$ cat src/rtl/load_store_unit.sv
// RV32I load/store stage: aligns stores onto a word-addressed request/ack bus,
// extracts and extends load data, and flags misaligned, illegal and timed-out accesses.
module load_store_unit #(
    parameter int unsigned TIMEOUT_CYCLES = 255,
    parameter int unsigned CNT_WIDTH      = 8
) (
    input  logic        clk,
    input  logic        rst_n,
    input  logic        req_valid,
    output logic        req_ready,
    input  logic        req_load,
    input  logic        req_store,
    input  logic [2:0]  req_funct3,
    input  logic [31:0] req_addr,
    input  logic [31:0] req_wdata,
    output logic        mem_req,
    output logic        mem_we,
    output logic [31:0] mem_addr,
    output logic [31:0] mem_wdata,
    output logic [3:0]  mem_be,
    input  logic        mem_ack,
    input  logic [31:0] mem_rdata,
    output logic        resp_valid,
    output logic [31:0] resp_data,
    output logic [1:0]  resp_err
);

    localparam logic [CNT_WIDTH:0] TMO     = (CNT_WIDTH+1)'(TIMEOUT_CYCLES);
    localparam logic [CNT_WIDTH:0] CNT_ONE = (CNT_WIDTH+1)'(1);

    typedef enum logic [1:0] {IDLE, WAIT_ACK, RESP} state_t;

    state_t               state;
    logic [CNT_WIDTH-1:0] cnt;
    logic [1:0]           off_q;
    logic [2:0]           f3_q;

    logic        illegal_c;
    logic        misaligned_c;
    logic        timeout_c;
    logic [3:0]  be_c;
    logic [31:0] wdata_c;
    logic [31:0] lane_c;
    logic [31:0] ldata_c;

    // Request decode: legality, alignment and lane formatting.
    always_comb begin
        illegal_c    = 1'b0;
        misaligned_c = 1'b0;
        be_c         = 4'b1111;
        wdata_c      = req_wdata;
        if (req_load == req_store)
            illegal_c = 1'b1;
        else if (req_load)
            illegal_c = !(req_funct3 inside {3'b000, 3'b001, 3'b010, 3'b100, 3'b101});
        else
            illegal_c = !(req_funct3 inside {3'b000, 3'b001, 3'b010});
        case (req_funct3[1:0])
            2'b00: begin
                be_c    = 4'b0001 << req_addr[1:0];
                wdata_c = {4{req_wdata[7:0]}};
            end
            2'b01: begin
                misaligned_c = req_addr[0];
                be_c         = req_addr[1] ? 4'b1100 : 4'b0011;
                wdata_c      = {2{req_wdata[15:0]}};
            end
            default: misaligned_c = |req_addr[1:0];
        endcase
    end

    // Load lane select and extension from the captured offset/funct3.
    always_comb begin
        lane_c = mem_rdata >> {off_q, 3'b000};
        case (f3_q)
            3'b000:  ldata_c = {{24{lane_c[7]}}, lane_c[7:0]};
            3'b001:  ldata_c = {{16{lane_c[15]}}, lane_c[15:0]};
            3'b100:  ldata_c = {24'd0, lane_c[7:0]};
            3'b101:  ldata_c = {16'd0, lane_c[15:0]};
            default: ldata_c = mem_rdata;
        endcase
    end

    // Timeout fires on the cycle the count would reach the limit; 0 disables it.
    assign timeout_c = (TIMEOUT_CYCLES != 0) && (({1'b0, cnt} + CNT_ONE) == TMO);

    always_ff @(posedge clk or negedge rst_n) begin
        if (!rst_n) begin
            state      <= IDLE;
            req_ready  <= 1'b1;
            mem_req    <= 1'b0;
            mem_we     <= 1'b0;
            mem_addr   <= '0;
            mem_wdata  <= '0;
            mem_be     <= '0;
            resp_valid <= 1'b0;
            resp_data  <= '0;
            resp_err   <= 2'b00;
            cnt        <= '0;
            off_q      <= '0;
            f3_q       <= '0;
        end else begin
            case (state)
                IDLE: begin
                    if (req_valid) begin
                        off_q     <= req_addr[1:0];
                        f3_q      <= req_funct3;
                        cnt       <= '0;
                        req_ready <= 1'b0;
                        if (illegal_c || misaligned_c) begin
                            resp_valid <= 1'b1;
                            resp_data  <= '0;
                            resp_err   <= illegal_c ? 2'b10 : 2'b01;
                            state      <= RESP;
                        end else begin
                            mem_req   <= 1'b1;
                            mem_we    <= req_store;
                            mem_addr  <= {req_addr[31:2], 2'b00};
                            mem_wdata <= wdata_c;
                            mem_be    <= be_c;
                            state     <= WAIT_ACK;
                        end
                    end
                end
                WAIT_ACK: begin
                    if (mem_ack) begin
                        mem_req    <= 1'b0;
                        resp_valid <= 1'b1;
                        resp_err   <= 2'b00;
                        resp_data  <= mem_we ? 32'd0 : ldata_c;
                        state      <= RESP;
                    end else if (timeout_c) begin
                        mem_req    <= 1'b0;
                        resp_valid <= 1'b1;
                        resp_err   <= 2'b11;
                        resp_data  <= '0;
                        state      <= RESP;
                    end else begin
                        cnt <= cnt + CNT_WIDTH'(1);
                    end
                end
                RESP: begin
                    resp_valid <= 1'b0;
                    req_ready  <= 1'b1;
                    state      <= IDLE;
                end
                default: state <= IDLE;
            endcase
        end
    end

endmodule

$ cat config.mk
export PLATFORM = sky130hd
export DESIGN_NAME = load_store_unit
export DESIGN_NICKNAME = d
export VERILOG_FILES = /design/src/rtl/load_store_unit.sv
export SDC_FILE = /design/constraint.sdc
export NUM_CORES = 1
export LEC_CHECK = 0
export BUFFER_PORTS_ARGS = -buffer_cell sky130_fd_sc_hd__buf_2
export CORE_ASPECT_RATIO = 0.8
export CORE_MARGIN = 2
export CORE_UTILIZATION = 45
export CTS_CLUSTER_SIZE = 25
export DETAILED_ROUTE_END_ITERATION = 7
export GPL_TIMING_DRIVEN = 1
export PLACE_DENSITY = 0.75
export SYNTH_ARGS = -nofsm -noshare
export SYNTH_HDL_FRONTEND = slang
export SYNTH_SLANG_ARGS = --single-unit
export TNS_END_PERCENT = 1
$ cat constraint.sdc
create_clock -name clk -period 2 [get_ports clk]
set_input_delay 0.3 -clock clk [delete_from_list [all_inputs] [get_ports clk]]
set_output_delay 0.3 -clock clk [all_outputs]
set_load 0.01 [all_outputs]
==> impl_metrics.toml <==
[outcome]
run_status = "finished, final reports clean"

[routing]
drc = 0
via_per_inst = 5.336
drt_iter0_markers = 345
vias = 4834
wl_mm = 15.39
wl_per_cell_um = 16.99
drtPass1Iterations = 5
final_antenna_net_count = 0

[clock_network]
clock_tree.root_cell = "clkbuf_16"
clk_path_buf_depth = 2
clk_pin_slew_ps = 50
cts_tree = "yes"
clock-sinks = 119
cts_setup_buffers = 0
cts_buffers = 17
htree_num_levels = 4
insertion_delay_ps = 410

[layout]
fin_nets = 829
final_cells = 906
fillerInstances = 995
drive_gt1_frac = 0.4544
area_delta_synth_final_pct = 35.10
diodes = 0
final_cell_area_um2 = 7691

[placed_design]
place_area_um2 = 7073
pre_cts_slack_ps = -124.3
globalplace.congestion = 0.8391
dp_cells = 873
io_buffers = 208
hpwlAfterDp_mm = 11.18

[synthesis]
yosys.area.top_type = "dfrtp_1"
yosys_warnings = 0
synth_commonest_cells = "118 x dfrtp_1, 51 x mux2_2, 36 x nor2_1"
ys_seq_area_frac = 0.5233
synthTopCellsByArea = "dfrtp_1 52%, mux2_2 10%, mux2i_1 6.0%, a32o_1 3.2%, nand2b_1 3.0%"
synth_edf_count = 0
avgSynthCellArea_um2 = 11.43
synthArstFlopShare = 1.000
synth_top_area_frac = 0.5187
synth_ff_type = "dfrtp_1"
synthCells = 498
synth.most_common_cell = "dfrtp_1"
syn-cell-area_um2 = 5693
synth_cell_types = 45
ys_seq_elements = 119

[critical_path]
cp_cell_sequence = "ha_4 -> xnor2_1 -> nor3_4 -> a31oi_4 -> a211o_4 -> buf_12 -> a22o_1"
r2r-end = "resp_data[12]"
end_kind = "flop"
cp-endpoint = "resp_data[12]"
criticalPathCategory = "flop to flop"
regToRegSetupSlack_ps = 8
required_ps = 2290
crit_fanout = 26
worstPathArrival_ps = 2280
critPathMaxStageDelay_ps = 440
reg2reg_from = "cnt[1]"
cp_slowest_cell = "dfrtp_2"
rr_worst_depth = 7
start_kind = "flop"
cp-startpoint = "cnt[1]"

[flow_run]
maxCapViolCount = 0

[floorplan]
dieArea_um2 = 13570
io_pins = 211
die_h_um = 104.6
row_count = 36
die_x_um = 129.8
start_util = 0.4647
coreArea_um2 = 12250

[grt]
grt_util_met3 = 0.07834
top_usage_layer = "met2"
gr-total-overflow = 0
grt_max_degree = 71
grt_pass1_vias = 5046
grt_first_pass_wirelength_mm = 25.19
antenna_found_initial = 0
gr-usage-met2 = 0.3852
grt_util_all_layers = 0.2375
grtUsageMet1 = 0.2999

[timing]
fin_crit_ps = 1992
skew_ps = 4.330
worst_slew_pin_slew_ps = 662.9
hold_viol = 0
max_freq_ghz = 0.5021
postLayoutSetupSlackWorst_ps = 8.173
slew_viol_final = 0
relSlewSlack = 0.5577
finalSetupViolCount = 0
hold_ws_ps = 125.4
finalCritPeriodShare = 0.9959

[power]
p_clk_frac = 0.333
p_leak_uw = 0.003817
combPwrFrac = 0.287
swShare = 0.3092
peakVddDrop_mv = 1.054
switchingPower_uw = 2813
p_int_uw = 6283
p_total_uw = 9095
power_density_nw_per_um2 = 1183
pwr-share-seq = 0.380

[min_path]
worstHoldPathCells = 2
hold_class = "primary input to flop"
## layout by cell type, fill, tap and decap left out, types with 3 or more instances in the layout
cell	instances
mux2_1	4
nor2_1	36
bufinv_16	3
clkinv_2	4
a21oi_1	30
and3_1	3
buf_12	4
nand2b_1	27
o211a_1	7
o31ai_1	7
clkbuf_1	5
a31oi_1	9
a22o_1	7
buf_4	29
a32o_1	18
inv_1	14
nand3_1	3
dfrtp_1	117
o221ai_1	7
mux2i_1	34
nand2_1	31
o21ai_0	25
clkbuf_16	17
buf_2	207
mux2_2	51
## cells by family (layout without fill, tap and decap cells)
group                      Yosys count  count (layout)  share of synthesized area
muxes                               90              90                     0.1725
buffers and inverters               52             288                    0.04418
DFF                                119             119                     0.5233
and+or+nand+nor                    109             109                    0.09319
other                                1               2                  0.0006587
AOI/OAI and AO/OA                  122             122                     0.1538
adders and majority gates            2               2                   0.004395
xor gates and xnor gates             3               3                   0.007913
## power groups by stage
stage,clock [uW],sequential (uW),combinational [uW]
finish,3030,3460,2610
global placement,0,3450,2510
global route,3210,3540,2860
CTS,3080,3460,2630
floorplan,0,3740,1130
detailed placement,0,3480,2610
## stage by stage
step           setup TNS, ps  utilization
2_1_floorplan              0            -
3_3_place_gp          -463.3       0.5773
3_5_place_dp           -1930       0.5773
4_1_cts                    0       0.6260
5_1_grt               -169.7       0.6278
6_report                   0       0.6278
## final cells by class
class | count | area (um^2) | area share
repair buffers | 241 | 1344 | 0.1747
inverters | 15 | 58.81 | 0.007646
clock buffers | 23 | 457.9 | 0.05954
clock inverters | 9 | 125.1 | 0.01627
well taps | 171 | 214.0 | 0.02782
flip-flops and latches | 119 | 2980 | 0.3875
multi-input cells | 328 | 2511 | 0.3265
## worst min path at each step
| stage | startpoint | endpoint |
|---|---|---|
| 3_5_place_dp | rst_n | resp_data[25] |
| 6_report | req_addr[20] | mem_addr[20] |
| 2_1_floorplan | rst_n | cnt[0] |
| 5_1_grt | req_addr[21] | mem_addr[21] |
| 3_3_place_gp | rst_n | resp_data[25] |
| 4_1_cts | req_addr[9] | mem_addr[9] |
## critical path: cells and delay by family, from the launching register on
family | cells | cell delay, ps
XOR/XNOR | 1 | 160
flip-flops | 1 | 440
buffers and inverters | 1 | 170
AO/OA/AOI/OAI | 3 | 680
adder cells (fa/ha/maj) | 1 | 190
AND/OR/NAND/NOR | 1 | 240
## metal layers
metal,up-vias,wire (um)
li1,2245,-
met1,2361,6398
met2,207,7568
met3,21,1211
met4,0,215
met5,-,0
## flip-flops by register name (all words and copies together), names as in the netlist, 2 cells and up
register	flops
mem_be	4
cnt	8
resp_err	2
f3_q	3
state	2
off_q	2
mem_wdata	32
resp_data	32
mem_addr	30
## timing repair
| action | in CTS | in global routing |
|---|---|---|
| pin swaps | 1 | 3 |
| gates resized for setup | 1 | 4 |
| hold buffers | 1 | 0 |
| endpoints found under the hold margin | 20 | 0 |
| endpoints found under the setup margin | 19 | 29 |
No activity file was read; power rests on OpenSTA's default activity.
